## src/rtl/mc_control_fsm_if.sv

```systemverilog
// Shared memory port between the multicycle control unit and memory.
// The controller owns the request side; memory answers with MemReady.
interface mc_control_fsm_if;
    logic       MemReq;
    logic       MemW;
    logic       MemReady;
    logic       AdrSrc;
    logic [2:0] MemSize;

    modport master (
        output MemReq,
        output MemW,
        output AdrSrc,
        output MemSize,
        input  MemReady
    );

    modport slave (
        input  MemReq,
        input  MemW,
        input  AdrSrc,
        input  MemSize,
        output MemReady
    );
endinterface

```

## src/rtl/mc_control_fsm.sv

```systemverilog
// Multicycle ARM control unit: sequences fetch/decode/execute/memory/writeback
// over a shared req/ready memory port, with a memory timeout and a sticky fault.
module mc_control_fsm #(
    parameter int MEM_TIMEOUT = 16,
    parameter bit SUPPORT_BL  = 1'b1,
    parameter int ALUC_W      = 4
) (
    input  logic              clk,
    input  logic              reset,
    mc_control_fsm_if.master  mem,
    input  logic [1:0]        Op,
    input  logic [5:0]        Funct,
    input  logic [3:0]        Rd,
    input  logic [7:0]        ShInstr,
    input  logic              CondEx,
    output logic              IRWrite,
    output logic              PCWrite,
    output logic              RegW,
    output logic              LinkW,
    output logic              ALUSrcA,
    output logic [1:0]        ALUSrcB,
    output logic [1:0]        ResultSrc,
    output logic [1:0]        ImmSrc,
    output logic [1:0]        RegSrc,
    output logic [ALUC_W-1:0] ALUControl,
    output logic [3:0]        FlagW,
    output logic [2:0]        ShiftOp,
    output logic              RegShift,
    output logic              Fault
);
    typedef enum logic [3:0] {
        S_FETCH, S_DECODE, S_MEMADR, S_MEMRD, S_MEMWB, S_MEMWR,
        S_EXECR, S_EXECI, S_ALUWB, S_BRANCH, S_FAULT
    } state_t;

    localparam int CNT_W = $clog2(MEM_TIMEOUT + 1);
    localparam logic [ALUC_W-1:0] ALU_ADD = ALUC_W'(4'h4);

    state_t           state, state_next;
    logic [CNT_W-1:0] wait_cnt;
    logic             cond_q;
    logic             mem_wait;
    logic             timeout;
    logic             alu_wb;
    logic [11:4]      ins;

    // Shift-field bits are addressed by their instruction bit numbers.
    assign ins      = ShInstr;
    assign mem_wait = mem.MemReq & ~mem.MemReady;
    assign timeout  = (wait_cnt == CNT_W'(MEM_TIMEOUT - 1));
    assign RegShift = ins[4] & ~ins[7];
    assign ImmSrc   = (Op == 2'b11) ? 2'b00 : Op;
    assign RegSrc   = {Op == 2'b01, Op == 2'b10};
    assign Fault    = (state == S_FAULT);

    always_ff @(posedge clk) begin
        if (reset) begin
            state    <= S_FETCH;
            wait_cnt <= '0;
            cond_q   <= 1'b0;
        end else begin
            state <= state_next;
            if (state_next != state)
                wait_cnt <= '0;
            else if (mem_wait)
                wait_cnt <= wait_cnt + CNT_W'(1);
            if (state == S_DECODE)
                cond_q <= CondEx;
        end
    end

    always_comb begin
        state_next  = state;
        mem.MemReq  = 1'b0;
        mem.MemW    = 1'b0;
        mem.AdrSrc  = 1'b0;
        mem.MemSize = 3'b010;
        IRWrite     = 1'b0;
        PCWrite     = 1'b0;
        RegW        = 1'b0;
        LinkW       = 1'b0;
        ALUSrcA     = 1'b0;
        ALUSrcB     = 2'b00;
        ResultSrc   = 2'b00;
        ALUControl  = ALU_ADD;
        FlagW       = 4'b0000;
        ShiftOp     = 3'd5;
        alu_wb      = 1'b0;

        case (state)
            S_FETCH: begin
                mem.MemReq = 1'b1;
                ALUSrcA    = 1'b1;
                ALUSrcB    = 2'b10;
                ResultSrc  = 2'b10;
                if (mem.MemReady) begin
                    IRWrite    = 1'b1;
                    PCWrite    = 1'b1;
                    state_next = S_DECODE;
                end else if (timeout) begin
                    state_next = S_FAULT;
                end
            end
            S_DECODE: begin
                if (!CondEx)
                    state_next = S_FETCH;
                else begin
                    case (Op)
                        2'b00:   state_next = Funct[5] ? S_EXECI : S_EXECR;
                        2'b01:   state_next = S_MEMADR;
                        2'b10:   state_next = S_BRANCH;
                        default: state_next = S_FAULT;
                    endcase
                end
            end
            S_EXECR, S_EXECI: begin
                ALUSrcB    = (state == S_EXECI) ? 2'b01 : 2'b00;
                ALUControl = ALUC_W'(Funct[4:1]);
                case (Funct[4:1])
                    4'hA, 4'hB: FlagW = {4{cond_q}};
                    4'h8, 4'h9: FlagW = {{3{cond_q}}, 1'b0};
                    default:    FlagW = {{3{cond_q & Funct[0]}}, 1'b0};
                endcase
                if (state == S_EXECI)
                    ShiftOp = 3'd3;
                else if (ins[11:7] == 5'd0 && !ins[4] && ins[6:5] == 2'b11)
                    ShiftOp = 3'd4;
                else
                    ShiftOp = {1'b0, ins[6:5]};
                state_next = S_ALUWB;
            end
            S_ALUWB: begin
                alu_wb     = cond_q & (Funct[4:3] != 2'b10);
                RegW       = alu_wb;
                PCWrite    = alu_wb & (Rd == 4'hF);
                state_next = S_FETCH;
            end
            S_MEMADR: begin
                ALUSrcB    = 2'b01;
                state_next = Funct[0] ? S_MEMRD : S_MEMWR;
            end
            S_MEMRD, S_MEMWR: begin
                mem.MemReq  = 1'b1;
                mem.AdrSrc  = 1'b1;
                mem.MemSize = {1'b0, Funct[2] ? 2'b00 : 2'b10};
                mem.MemW    = (state == S_MEMWR) & cond_q;
                if (mem.MemReady)
                    state_next = (state == S_MEMRD) ? S_MEMWB : S_FETCH;
                else if (timeout)
                    state_next = S_FAULT;
            end
            S_MEMWB: begin
                RegW       = cond_q;
                ResultSrc  = 2'b01;
                PCWrite    = cond_q & (Rd == 4'hF);
                state_next = S_FETCH;
            end
            S_BRANCH: begin
                ALUSrcA    = 1'b1;
                ALUSrcB    = 2'b01;
                ResultSrc  = 2'b10;
                PCWrite    = cond_q;
                LinkW      = cond_q & Funct[4] & SUPPORT_BL;
                state_next = S_FETCH;
            end
            S_FAULT: state_next = S_FAULT;
            default: state_next = S_FAULT;
        endcase

        // Reset cycle must never leak a write, even mid-instruction.
        if (reset) begin
            mem.MemReq = 1'b0;
            mem.MemW   = 1'b0;
            IRWrite    = 1'b0;
            PCWrite    = 1'b0;
            RegW       = 1'b0;
            LinkW      = 1'b0;
            FlagW      = 4'b0000;
        end
    end
endmodule

```

## src/flat_wrapper.sv

```systemverilog
// flat-port wrapper written by rule: the top's interface ports become plain ports
module mc_control_fsm_flat 
#(
    parameter int MEM_TIMEOUT = 16,
    parameter bit SUPPORT_BL  = 1'b1,
    parameter int ALUC_W      = 4
)
  (clk, reset, Op, Funct, Rd, ShInstr, CondEx, IRWrite, PCWrite, RegW, LinkW, ALUSrcA, ALUSrcB, ResultSrc, ImmSrc, RegSrc, ALUControl, FlagW, ShiftOp, RegShift, Fault, mem_MemReq, mem_MemW, mem_AdrSrc, mem_MemSize, mem_MemReady);
  mc_control_fsm_if mem_i ();
  input  logic clk;
  input  logic reset;
  input  logic [1:0] Op;
  input  logic [5:0] Funct;
  input  logic [3:0] Rd;
  input  logic [7:0] ShInstr;
  input  logic CondEx;
  output logic IRWrite;
  output logic PCWrite;
  output logic RegW;
  output logic LinkW;
  output logic ALUSrcA;
  output logic [1:0] ALUSrcB;
  output logic [1:0] ResultSrc;
  output logic [1:0] ImmSrc;
  output logic [1:0] RegSrc;
  output logic [ALUC_W-1:0] ALUControl;
  output logic [3:0] FlagW;
  output logic [2:0] ShiftOp;
  output logic RegShift;
  output logic Fault;
  output wire logic [$bits(mem_i.MemReq)-1:0] mem_MemReq;
  output wire logic [$bits(mem_i.MemW)-1:0] mem_MemW;
  output wire logic [$bits(mem_i.AdrSrc)-1:0] mem_AdrSrc;
  output wire logic [$bits(mem_i.MemSize)-1:0] mem_MemSize;
  input wire logic [$bits(mem_i.MemReady)-1:0] mem_MemReady;
  assign mem_MemReq = mem_i.MemReq;
  assign mem_MemW = mem_i.MemW;
  assign mem_AdrSrc = mem_i.AdrSrc;
  assign mem_MemSize = mem_i.MemSize;
  assign mem_i.MemReady = mem_MemReady;
  mc_control_fsm #(.MEM_TIMEOUT(MEM_TIMEOUT), .SUPPORT_BL(SUPPORT_BL), .ALUC_W(ALUC_W)) u_core (.clk(clk), .reset(reset), .mem(mem_i), .Op(Op), .Funct(Funct), .Rd(Rd), .ShInstr(ShInstr), .CondEx(CondEx), .IRWrite(IRWrite), .PCWrite(PCWrite), .RegW(RegW), .LinkW(LinkW), .ALUSrcA(ALUSrcA), .ALUSrcB(ALUSrcB), .ResultSrc(ResultSrc), .ImmSrc(ImmSrc), .RegSrc(RegSrc), .ALUControl(ALUControl), .FlagW(FlagW), .ShiftOp(ShiftOp), .RegShift(RegShift), .Fault(Fault));
endmodule
```

## config.mk

```make
export PLATFORM = sky130hd
export DESIGN_NAME = mc_control_fsm_flat
export DESIGN_NICKNAME = d
export VERILOG_FILES = /design/src/rtl/mc_control_fsm_if.sv /design/src/rtl/mc_control_fsm.sv /design/src/flat_wrapper.sv
export SDC_FILE = /design/constraint.sdc
export NUM_CORES = 1
export LEC_CHECK = 0
export CORE_MARGIN = 3
export CORE_UTILIZATION = 37
export CTS_BUF_LIST = sky130_fd_sc_hd__clkbuf_2
export DETAILED_ROUTE_END_ITERATION = 6
export MAX_ROUTING_LAYER = met4
export PLACE_DENSITY = 0.79
export SLEW_MARGIN = 40
export SYNTH_ARGS = -nofsm -noshare
export SYNTH_HDL_FRONTEND = slang
export SYNTH_SLANG_ARGS = --single-unit
export TNS_END_PERCENT = 5
```

## constraint.sdc

```tcl
create_clock -name clk -period 1.8 [get_ports clk]
set_input_delay 0.27 -clock clk [delete_from_list [all_inputs] [get_ports clk]]
set_output_delay 0.27 -clock clk [all_outputs]
set_load 0.1 [all_outputs]
```

[Word-level counts from Yosys, hierarchy flattened]
Cells that the tools add are included.
Storage, ports and cells
  flip-flop bits (word level): 10
  latch bits: 0
  RAM bits: 0
  ROM bits: 0
  input port bits: 24
  logic and storage cells: 88
  memories: 0
Operators by class
  add/sub/neg operators: 1
  $mul: 0
  div/mod/pow operators: 0
  $lt $le $gt $ge: 0
  equality and inequality tests: 22
  shift-type cells: 0
  mux-type cells: 37
  bitwise gates (word level): 10
  reduce and logical (&&, ||, !) cells: 15
Operators by type and width (count)
  == test 4 bit, second input constant: 8
  2-to-1 mux 4 bit: 7
  one-hot mux 4 bit (6 select lines): 1
  == test 4 x 3 -> 1 bit, second input constant: 4
  2-to-1 mux 1 bit: 15
  2-to-1 mux 3 bit: 5
  OR reduction 2 bit: 7
  one-hot mux 4 bit (3 select lines): 1
  AND 1 bit: 8
  == test 4 x 2 -> 1 bit, second input constant: 2
  one-hot mux 4 bit (2 select lines): 1
  == test 2 bit, second input constant: 3
  2-to-1 mux 2 bit: 3
  one-hot mux 2 bit (3 select lines): 1
  OR reduction 3 bit: 2
  adder 5 x 1 -> 5 bit, second input constant: 1
  == test 5 x 4 -> 1 bit, second input constant: 1
  logical NOT 5 bit: 1
  == test 4 x 1 -> 1 bit, second input constant: 1
  logical NOT 4 bit: 1
  != test 4 bit: 1
  one-hot mux 1 bit (4 select lines): 1
  one-hot mux 2 bit (2 select lines): 1
  == test 2 x 1 -> 1 bit, second input constant: 1
  other kinds (6): 8

[Longest topological paths before layout]
Gate-level depths: netlist (run 1).
  depth in word-level cells: 6
  gate-level depth with buffers: 8
  depth with buffers taken out: 8

[Worst setup path before layout (run 1)]
OpenSTA, ideal clock, no wires.
  path type: reg2out
  start: register u_core.state[2]
  end: output PCWrite
  arrival time: 3.828 ns
  path slack: -2.298 ns
  cell stages (with the launch flop): 6
  buffers on the path: 1
  cells stage by stage: dfxtp_1 -> buf_6 -> nor2_1 -> nand2_1 -> nor3b_1 -> a21o_1
On the way
  word-level cells in the longest chain between the ends: 3
RTL lines
  from (decl): line mc_control_fsm.sv:39  | state_t state, state_next;
  from (signal assigned): line mc_control_fsm.sv:62  | state <= state_next;
  == test 4 bit, or another cell as far along: line mc_control_fsm.sv:90  | case (state)
  one-hot mux 1 bit (4 select lines) (*): line mc_control_fsm.sv:90
  2-to-1 mux 1 bit (*): line mc_control_fsm.sv:171  | if (reset) begin
  to (decl): line flat_wrapper.sv:18  | output logic PCWrite;
Every way passes the cells marked *; elsewhere a longest branch is shown, timed or not.

[Final worst setup path (run 1)]
  start: register u_core.wait_cnt[1]
  end: register u_core.wait_cnt[3]
On the way
  word-level cells in the longest chain between the ends: 6
RTL lines
  from (decl): line mc_control_fsm.sv:40  | logic [CNT_W-1:0] wait_cnt;
  from (signal assigned): line mc_control_fsm.sv:66  | wait_cnt <= wait_cnt + CNT_W'(1);
  == test 5 x 4 -> 1 bit: line mc_control_fsm.sv:50  | assign timeout = (wait_cnt == CNT_W'(MEM_TIMEOUT - 1));
  2-to-1 mux 4 bit: line mc_control_fsm.sv:100, mc_control_fsm.sv:149
  2-to-1 mux 4 bit, on equally long branches: line mc_control_fsm.sv:147, mc_control_fsm.sv:96
  one-hot mux 4 bit (6 select lines): line mc_control_fsm.sv:90
  != test 4 bit: line mc_control_fsm.sv:63  | if (state_next != state)
  OR reduction 2 bit (no source line)
Parallel ways exist; a longest one is shown, timed or not.
A chain may end at the register's enable or synchronous reset.

==> summary.txt, run 1 <==
Critical path
  • Critical-path cell list: ha_2 > and3_4 > ha_4 > nor4_4 > a211oi_1 > or4_4 > nor2_1
  • CP required: 1.96 ns
  • Slowest cell on the critical path: or4_4
  • Critical Path Sink Type: flip-flop
  • Worst Path Arrival: 2.27 ns
  • Crit-path max cell delay: 0.48 ns
  • CP max FO: 5
  • Critical path class: flip-flop to flip-flop
  • Type of origin of the critical path: flip-flop
  • FF-to-FF setup slack: -0.30 ns
  • Critical path's top delay family: simple AND/OR/NAND/NOR gates
  • Buf/Inv on CP: 0

CTS
  • CTS buffer count: 3
  • Worst-path clk slew: 0.14 ns
  • Clk sinks: 10
  • Clk_lat worst skew: 0.28 ns
  • Hold_buf cts: 0
  • Clock Path Buffers: 2
  • CTS H-Tree Depth: 1
  • CTS tree: yes
  • Setup Fix Bufs, Post-CTS: 0
  • Clk root buf: clkbuf_2

Routing
  • Wirelength, routed: 7.81 mm
  • # DRC: 0
  • Drt wl/cell: 29.5 µm
  • Routed Antenna Nets: 0
  • TritonRoute pass-1 iters: 7
  • DR vias/cell: 7.06
  • Starting DRT DRC Count: 283
  • Vias: 1872

Finish
  • Ant diodes: 0
  • P&R area growth vs syn: 137%
  • Fin cells: 265
  • Post-layout net count: 263
  • Core Util, Final: 0.966
  • Share of layout cells above drive strength 1: 0.583
  • Fillers: 49
  • Commonest non-fill, non-tap cell in the layout: buf_4
  • Commonest cells after routing, fill and taps aside: 42 x buf_4, 31 x buf_12, 17 x clkdlybuf4s50_1, 13 x nor2_1

Timing
  • Final worst path period need: 2.10 ns
  • F_max: 475 MHz
  • Fin. Hold Viols: 0
  • RSZ-0062 raised after global routing: yes
  • Worst Skew: 0.0232 ns
  • Final period util: 1.17
  • Final slew viol count: 0
  • Final setup fails: 28
  • Worst setup margin: -0.305 ns

Worst hold path
  • Hold/Removal Path Class: flip-flop to flip-flop

Power and ir drop
  • Pwr/cell area: 507 mW/mm²
  • Psw: 0.662 mW
  • Leakage Power: 1.01 nW
  • Switch share: 0.523
  • Comb power frac: 0.683
  • Sequential share of power: 0.208
  • Clk pwr share: 0.109
  • Peak VDD IR: 0.682 mV
  • P_int: 0.605 mW

Logic synthesis
  • Syn Area/Cell: 7.22 µm²
  • Unique masters post-synth: 43
  • Seq cells post-synth: 10
  • Cells after synthesis: 146
  • Synth warnings: 0
  • Seq/Total Area, Yosys: 0.190
  • Mapped cell area: 0.00105 mm²

Outcome
  • Failing checks: negative setup slack
  • Status: complete, but fails checks

Place
  • Placed insts: 262
  • Placer Congestion: 0.987
  • IO Port Bufs: 53
  • HPWL Detailed: 4.08 mm

Global route
  • Pin count of the biggest net entering global routing: 16
  • All-layer global routing usage: 0.416
  • Initial antenna violation count: 0
  • GR Overflow Total: 0
  • Vias in the first global route: 1864
  • First-pass GRT wire length: 10.1 mm

Floorplan
  • Num rows: 18
  • Initial Util: 0.407
  • Core area: 0.00259 mm²
  • Die height: 59.4 µm
  • Num ports: 56
  • Die area: 0.00352 mm²
  • Die width: 59.4 µm

Job
  • Max-cap violation count: 0
synthesized netlist by cell type (all sizes together):
cell type / number / share of area
nand4b: 2 / 0.017
a21oi: 7 / 0.037
and3: 4 / 0.024
nor3: 5 / 0.024
inv: 5 / 0.018
o22ai: 3 / 0.018
nand2b: 9 / 0.053
nand2: 11 / 0.039
conb: 1 / 0.0036
mux2i: 2 / 0.019
nor4b: 2 / 0.031
clkbuf: 4 / 0.014
nand4: 3 / 0.018
nor4: 4 / 0.038
ha: 2 / 0.024
o21ai: 8 / 0.038
a22o: 1 / 0.0095
nor2b: 7 / 0.042
nor2: 24 / 0.088
a211oi: 2 / 0.019
a31oi: 2 / 0.012
or3: 1 / 0.0059
a21o: 2 / 0.014
a211o: 1 / 0.0083
a32o: 1 / 0.0095
nand3: 1 / 0.0047
and2: 1 / 0.0059
nor3b: 3 / 0.026
xnor2: 2 / 0.024
buf: 10 / 0.077
dfxtp: 10 / 0.19
or4: 1 / 0.011
xor2: 3 / 0.025
o31ai: 2 / 0.014
tightest hold or removal path: cells and delay by family (launching register included):
kind / cells / cell delay, ns
and+or+nand+nor: 1 / 0.15
DFF: 1 / 0.34
AOI/OAI and AO/OA: 1 / 0.07
flip-flops by register name, summed over array words and instances (netlist names):
| register | flops |
|---|---|
| u_core.state | 4 |
| u_core.cond_q | 1 |
| u_core.wait_cnt | 5 |
per-layer routing:
layer,vias to the layer above,track usage,wire [µm]
li1,683,-,-
met1,816,0.383,2370
met2,254,0.708,3420
met3,119,0.0893,1070
met4,0,0.372,950
met5,-,-,0
through the flow:
stage                     TNS, ns  power (mW)  hold WS [ns]  area [µm²]  setup slack, ns
final                       -4.40        1.27         0.584        2500           -0.305
after global placement      -1.41        1.00         0.461        2350           -0.194
after CTS                   -1.31        1.16         0.544        2440           -0.158
after floorplan             -7.08       0.704         0.445        1220           -0.450
after global routing        -4.86        1.27         0.597        2500           -0.355
after detailed placement    -2.99        1.03         0.494        2350           -0.324
cells by family after synthesis:
kind of cell	count (synthesis)	synth area share
simple gates	78	0.426
compound gates	29	0.179
buf+inv	19	0.109
flops	10	0.190
xor+xnor	5	0.0487
fa+ha+maj	2	0.0237
mux	2	0.0190
other cells	1	0.00356
area by class of cell:
type | instances | area (µm²) | area share
multi-input cells | 118 | 1020 | 0.406
repair buffers | 99 | 1200 | 0.480
inverters | 5 | 18.8 | 0.00750
flip-flops and latches | 10 | 214 | 0.0855
well taps | 30 | 37.5 | 0.0150
clock buffers | 3 | 15.0 | 0.00600
power by group through the flow:
stage               clock network (mW)  registers (mW)  logic [mW]
floorplan                            0           0.242       0.462
global placement                     0           0.256       0.745
detailed placement                   0           0.258       0.769
CTS                              0.121           0.255       0.789
global route                     0.133           0.263       0.877
finish                           0.138           0.264       0.866
what timing repair did:
action,4_1_cts,5_1_grt
pin swaps,6,3
resized for setup,29,17
endpoints found under the setup margin,28,31
final timing paths:
check,start,end,depth (start not counted)
worst max register to register,u_core.wait_cnt[1],u_core.wait_cnt[3],7
worst max-delay path,u_core.wait_cnt[1],u_core.wait_cnt[3],7
worst min-delay path,u_core.wait_cnt[4],u_core.wait_cnt[4],2
worst min register to register,u_core.wait_cnt[4],u_core.wait_cnt[4],2
Note: power is estimated with default switching activity, not from simulation.
==> run 2, diff against run 1 <==
--- a/config.mk
+++ b/config.mk
@@ -8,6 +8,7 @@
 export CORE_MARGIN = 3
 export CORE_UTILIZATION = 37
 export CTS_BUF_LIST = sky130_fd_sc_hd__clkbuf_2
+export CTS_CLUSTER_DIAMETER = 50
 export DETAILED_ROUTE_END_ITERATION = 6
 export MAX_ROUTING_LAYER = met4
 export PLACE_DENSITY = 0.79
==> results of run 2 <==
Final layout, timing and power as in run 1 (identical DEF).
==> run 3, diff against run 2 <==
--- a/config.mk
+++ b/config.mk
@@ -8,7 +8,7 @@
 export CORE_MARGIN = 3
 export CORE_UTILIZATION = 37
 export CTS_BUF_LIST = sky130_fd_sc_hd__clkbuf_2
-export CTS_CLUSTER_DIAMETER = 50
+export CTS_CLUSTER_SIZE = 16
 export DETAILED_ROUTE_END_ITERATION = 6
 export MAX_ROUTING_LAYER = met4
 export PLACE_DENSITY = 0.79
==> results of run 3 <==
Final layout, timing and power as in run 1 (identical DEF).
